[src/rtl/instruction_fetch_stage_pkg.sv]
// rtl/instruction_fetch_stage_pkg.sv - shared types and constants for the IF stage
package instruction_fetch_stage_pkg;

  localparam int INSTR_W = 32;
  localparam logic [INSTR_W-1:0] NOP_INSTR = 32'h0000_0013;

  // REQ: asking for PC; WAIT: response pending; WAIT_KILL: pending response is stale;
  // HOLD: response parked in the skid behind a stalled IF/ID
  typedef enum logic [1:0] {
    ST_REQ       = 2'd0,
    ST_WAIT      = 2'd1,
    ST_WAIT_KILL = 2'd2,
    ST_HOLD      = 2'd3
  } fetch_state_t;

  // Sequential PC, wraps modulo 2^32
  function automatic logic [31:0] pc_inc(input logic [31:0] pc);
    return pc + 32'd4;
  endfunction

  // Branch targets are forced onto a word boundary
  function automatic logic [31:0] pc_align(input logic [31:0] pc);
    return pc & ~32'd3;
  endfunction

endpackage

[src/rtl/instruction_fetch_stage_skid_buffer.sv]
// rtl/instruction_fetch_stage_skid_buffer.sv - one-entry parking slot for a fetched instruction
module fetch_skid_buffer
  import instruction_fetch_stage_pkg::*;
(
  input  logic               clk_i,
  input  logic               rst_i,
  input  logic               wr_i,
  input  logic               rd_i,
  input  logic               clr_i,
  input  logic [INSTR_W-1:0] instr_i,
  input  logic [31:0]        pc_i,
  output logic               valid_o,
  output logic [INSTR_W-1:0] instr_o,
  output logic [31:0]        pc_o
);

  logic               valid_q;
  logic [INSTR_W-1:0] instr_q;
  logic [31:0]        pc_q;

  // Clear beats write beats read; data is only captured on write
  always_ff @(posedge clk_i) begin
    if (rst_i) begin
      valid_q <= 1'b0;
      instr_q <= NOP_INSTR;
      pc_q    <= 32'd0;
    end else if (clr_i) begin
      valid_q <= 1'b0;
    end else if (wr_i) begin
      valid_q <= 1'b1;
      instr_q <= instr_i;
      pc_q    <= pc_i;
    end else if (rd_i) begin
      valid_q <= 1'b0;
    end
  end

  assign valid_o = valid_q;
  assign instr_o = instr_q;
  assign pc_o    = pc_q;

endmodule

[src/rtl/instruction_fetch_stage.sv]
// rtl/instruction_fetch_stage.sv - RV32I fetch stage: PC, imem request FSM and IF/ID register
module instruction_fetch_stage
  import instruction_fetch_stage_pkg::*;
#(
  parameter logic [31:0] RESET_PC = 32'h0000_0000
) (
  input  logic               Clk_i,
  input  logic               Rst_i,
  output logic               Imem_req_o,
  output logic [31:0]        Imem_addr_o,
  input  logic               Imem_gnt_i,
  input  logic               Imem_rvalid_i,
  input  logic [INSTR_W-1:0] Imem_rdata_i,
  input  logic               Stall_i,
  input  logic               Flush_i,
  input  logic               Redirect_i,
  input  logic [31:0]        Redirect_pc_i,
  output logic [INSTR_W-1:0] Instruction_o,
  output logic [31:0]        Pc_o,
  output logic [31:0]        Pc_plus4_o,
  output logic               Valid_o
);

  fetch_state_t       state_q;
  logic [31:0]        pc_q;
  logic [31:0]        fetch_pc_q;

  logic               valid_q;
  logic [INSTR_W-1:0] instr_q;
  logic [31:0]        pc_out_q;
  logic [31:0]        pc4_q;

  logic               skid_valid;
  logic [INSTR_W-1:0] skid_instr;
  logic [31:0]        skid_pc;

  logic               can_accept;
  logic               resp_kill;
  logic               resp_load;
  logic               resp_park;
  logic               skid_load;
  logic               skid_clr;
  logic               req;
  logic               fire;

  // IF/ID can take a new word if it is empty or about to be consumed
  assign can_accept = !valid_q || !Stall_i;
  // A response arriving together with a flush or redirect belongs to the old path
  assign resp_kill  = Flush_i || Redirect_i;
  assign resp_load  = (state_q == ST_WAIT) && Imem_rvalid_i && !resp_kill && can_accept;
  assign resp_park  = (state_q == ST_WAIT) && Imem_rvalid_i && !resp_kill && !can_accept;
  assign skid_load  = (state_q == ST_HOLD) && skid_valid && !Stall_i && !resp_kill;
  assign skid_clr   = Flush_i || ((state_q == ST_HOLD) && Redirect_i);
  assign fire       = req && Imem_gnt_i;

  // Request is Mealy in WAIT so back-to-back fetches sustain one per cycle
  always_comb begin
    req = 1'b0;
    if (!Rst_i) begin
      case (state_q)
        ST_REQ:  req = 1'b1;
        ST_WAIT: req = resp_load;
        default: req = 1'b0;
      endcase
    end
  end

  assign Imem_req_o  = req;
  assign Imem_addr_o = pc_q;

  // Fetch FSM and PC; a redirect always has the final say over the PC
  always_ff @(posedge Clk_i) begin
    if (Rst_i) begin
      state_q    <= ST_REQ;
      pc_q       <= RESET_PC;
      fetch_pc_q <= RESET_PC;
    end else begin
      if (fire) begin
        fetch_pc_q <= pc_q;
        pc_q       <= pc_inc(pc_q);
      end
      if (Redirect_i) begin
        pc_q <= pc_align(Redirect_pc_i);
      end
      case (state_q)
        ST_REQ: begin
          if (Imem_gnt_i) begin
            state_q <= Redirect_i ? ST_WAIT_KILL : ST_WAIT;
          end
        end
        ST_WAIT: begin
          if (Imem_rvalid_i) begin
            if (resp_park) begin
              state_q <= ST_HOLD;
            end else if (!fire) begin
              state_q <= ST_REQ;
            end
          end else if (Redirect_i) begin
            state_q <= ST_WAIT_KILL;
          end
        end
        ST_HOLD: begin
          if (resp_kill || !Stall_i) begin
            state_q <= ST_REQ;
          end
        end
        ST_WAIT_KILL: begin
          if (Imem_rvalid_i) begin
            state_q <= ST_REQ;
          end
        end
        default: state_q <= ST_REQ;
      endcase
    end
  end

  // IF/ID register: flush over load over stall-hold; otherwise drain to a bubble
  always_ff @(posedge Clk_i) begin
    if (Rst_i) begin
      valid_q  <= 1'b0;
      instr_q  <= NOP_INSTR;
      pc_out_q <= RESET_PC;
      pc4_q    <= pc_inc(RESET_PC);
    end else if (Flush_i) begin
      valid_q <= 1'b0;
      instr_q <= NOP_INSTR;
    end else if (resp_load) begin
      valid_q  <= 1'b1;
      instr_q  <= Imem_rdata_i;
      pc_out_q <= fetch_pc_q;
      pc4_q    <= pc_inc(fetch_pc_q);
    end else if (skid_load) begin
      valid_q  <= 1'b1;
      instr_q  <= skid_instr;
      pc_out_q <= skid_pc;
      pc4_q    <= pc_inc(skid_pc);
    end else if (!Stall_i) begin
      valid_q <= 1'b0;
    end
  end

  fetch_skid_buffer u_skid (
    .clk_i   (Clk_i),
    .rst_i   (Rst_i),
    .wr_i    (resp_park),
    .rd_i    (skid_load),
    .clr_i   (skid_clr),
    .instr_i (Imem_rdata_i),
    .pc_i    (fetch_pc_q),
    .valid_o (skid_valid),
    .instr_o (skid_instr),
    .pc_o    (skid_pc)
  );

  assign Instruction_o = instr_q;
  assign Pc_o          = pc_out_q;
  assign Pc_plus4_o    = pc4_q;
  assign Valid_o       = valid_q;

endmodule

[config.mk]
export PLATFORM = sky130hd
export DESIGN_NAME = instruction_fetch_stage
export DESIGN_NICKNAME = d
export VERILOG_FILES = /design/src/rtl/instruction_fetch_stage_pkg.sv /design/src/rtl/instruction_fetch_stage_skid_buffer.sv /design/src/rtl/instruction_fetch_stage.sv
export SDC_FILE = /design/constraint.sdc
export NUM_CORES = 1
export LEC_CHECK = 0
export CAP_MARGIN = 10
export CORE_ASPECT_RATIO = 0.9
export CORE_MARGIN = 2
export CORE_UTILIZATION = 50
export DETAILED_ROUTE_END_ITERATION = 10
export PLACE_DENSITY = 0.78
export SETUP_SLACK_MARGIN = 0.5
export SKIP_LAST_GASP = 1
export SLEW_MARGIN = 20
export SYNTH_ARGS = -nofsm -noshare
export SYNTH_HDL_FRONTEND = slang
export SYNTH_SLANG_ARGS = --single-unit
[constraint.sdc]
create_clock -name Clk_i -period 7.6 [get_ports Clk_i]
set_input_delay 2.28 -clock Clk_i [delete_from_list [all_inputs] [get_ports Clk_i]]
set_output_delay 2.28 -clock Clk_i [all_outputs]
set_load 0.01 [all_outputs]
==> metrics.txt <==
Seq. cell area=between 4000 and 5000 um2; Placement Cell Area=11,800 um2; initial core utilization=0.512; ANT nets after route=0; Area Growth Syn to Fin=27.8%; vias in the first global route=between 8,000 and 9,000; Distinct cells, synth=between 60 and 70; Ports=201; Die Wd=152 um; largest area contributor in the netlist=dfxtp_1; share of layout cells above drive strength 1=0.0557; cell area after layout=roughly 13,000 um2; Arrival @ worst endpoint=~4.4 ns; Final Max Slew Viols=0; Num Clock Sinks=218; GRT Total Usage=0.255; # port buffers=roughly 190; Slew headroom=0.352; first-pass GRT wire length=between 40,000 and 50,000 um; Leak=between 4 and 5 nW; Synth top area share=0.442; power density over cell area=202 nW/um2; DRC viols=0; CTS tree=done; most frequent cells in the layout=nand2_1 (310), dfxtp_1 (218), clkdlybuf4s50_1 (191); Seq cells post-synth=218; routed wire length=28,300 um; CP cell instances=clkdlybuf4s50_1 > and4bb_1 > buf_4 > a21bo_2 > and2_1 > clkdlybuf4s50_1; largest net degree at the start of global routing=70; final worst slack=~0.94 ns; total grt overflow=0; Post-DP HPWL=about 19,000 um; Num CTS Buffers=24; Synth Instances=1,242; Layout Skew=0.0161 ns; postcts setup bufs=0; CP required=5.32 ns; clock slew seen by the registers of the worst setup and hold paths=approximately 0.06 ns; Max Cap Viol=0; asr flop ratio synth=0; Vias/cell=5.74; area of the multi-input gates=between 5000 and 6000 um2; worst setup path class=in2out; post-layout min period=around 6.7 ns; Worst-Margin Slew=0.973 ns; die span in y=about 140 um; Gates resized, CTS repair=0; CTS Hold Bufs=0; clk root buf=clkbuf_16; Nets=~1,500; Cell Area, Synth=slightly below 10,000 um2; RSZ-0062 raised after global routing=no; Starting DRT DRC Count=810; area of the die=20,900 um2; worst skew pair latency=between 0.5 and 0.6 ns; total power=2.55 mW; clock tree buffer depth=3; post-synthesis sequential area ratio=0.442; pre-CTS WS=0.997 ns; Crit path top cell by count=clkdlybuf4s50_1; vias after detailed routing=~9,500; filler cell count in the final layout=1,664; last weighted congestion value of the routability-driven placer=0.867; Mean Syn Cell Area=about 7.9 um2; Layout Utilization=0.654; wire per inst=roughly 17 um; Ys Warns=0; Top FF cell, synth=dfxtp_1; Ant. Diodes=0; Crit Path Max Fanout=18; Hold Vio Cnt, Final=0; drt first pass iters=7; Setup crit start kind=input port; Worst VDD drop=approximately 0.00014 V; Core ar.=just under 20,000 um2; Area contributors post-synth=dfxtp_1 (44%), nand2_1 (12%), a21oi_1 (6.3%); maximum clock frequency=between 150 and 200 MHz; status=completed; H-Tree Level Count=1; initial antenna violation count=0; commonest non-fill, non-tap cell in the layout=nand2_1; slowest library cell on the worst path=clkdlybuf4s50_1; final setup fails=0; reg2reg setup slack=a little under 4 ns; row cnt=48; Critical Path End Type=output pin; Post-synth EDFFs=0; worst stage delay on the critical path=~0.55 ns; Tcrit/Tclk final=0.877; Fin Setup TNS=0 ns; Hold Crit Class=reg2reg
## state kept, by name (all words and copies together) (netlist names)
signal and cells:
u_skid.pc_o 30, u_skid.instr_o 32, Instruction_o 32, Pc_o 30
Pc_plus4_o 30, u_skid.valid_o 1, Valid_o 1, fetch_pc_q 30
state_q 2, Imem_addr_o 30
## per-stage QoR
stage / hold slack, ns / instances
floorplan: 0.436 / 1247
global placement: 0.431 / 1606
detailed placement: 0.444 / 1606
CTS: 0.452 / 1650
global route: 0.465 / 1650
finish: 0.445 / 1650
## synth_stat cells, types with 3 or more instances
master and number:
or3_1 6, o22ai_1 3, a221oi_1 4, xnor2_1 36
nor2b_1 3, a31oi_1 3, a211oi_1 31, buf_1 6
a311oi_1 9, mux2i_1 23, o21ai_0 64, dfxtp_1 218
nand3_1 38, inv_1 8, nand2_1 310, nor2_1 67
clkbuf_1 65, nor4_1 5, nand4_1 28, o211ai_1 10
a22oi_1 32, or4_1 4, buf_2 18, nor3_1 26
buf_4 7, o211a_1 5, and3_1 22, mux2_2 4
and4_1 11, xor2_1 5, a21oi_1 124, buf_6 3
## per-layer routing
layer  GRT usage  vias to the layer above  wire length [um]
li1            -                     4638                 -
met1       0.381                     4396             13100
met2       0.385                      409             12400
met3      0.0462                       34              2410
met4      0.0582                        0               432
met5           0                        -                 0
## logic make-up (layout without fill, tap and decap cells)
kind of cell,Yosys count,after routing,synth area share
flip-flops,218,218,0.442
adder cells (fa/ha/maj),2,2,0.00254
multiplexers,28,28,0.0293
XOR/XNOR,41,41,0.0364
other,1,6,0.000380
AO/OA/AOI/OAI,308,308,0.192
AND/OR/NAND/NOR,536,536,0.249
buffers and inverters,108,261,0.0483
## worst max-delay path, delay by kind of cell
family | cells | cell delay (ns)
compound gates | 1 | 0.24
buf+inv | 3 | 1.36
simple gates | 2 | 0.50
## path summary, 6_finish.rpt
kind,cells past startpoint,startpoint,to
worst min-delay path,2,Pc_plus4_o[2],Pc_plus4_o[2]
worst max register to register,11,state_q[0],Pc_plus4_o[26]
worst max-delay path,6,Flush_i,Imem_req_o
worst min register to register,2,Pc_plus4_o[2],Pc_plus4_o[2]
## power by group
group | internal [mW] | total [mW] | switching (mW)
sequential | 1.17 | 1.21 | 0.0408
clock | 0.701 | 1.17 | 0.466
combinational | 0.0859 | 0.174 | 0.0886
## final cells by class
type,instances,share of cell area
well taps,250,0.0248
repair buffers,208,0.162
flip-flops and latches,218,0.346
clock buffers,35,0.0550
clock inverters,9,0.00784
inverters,9,0.00268
multi-input cells,921,0.402
Power figures use the tool's default switching activity.
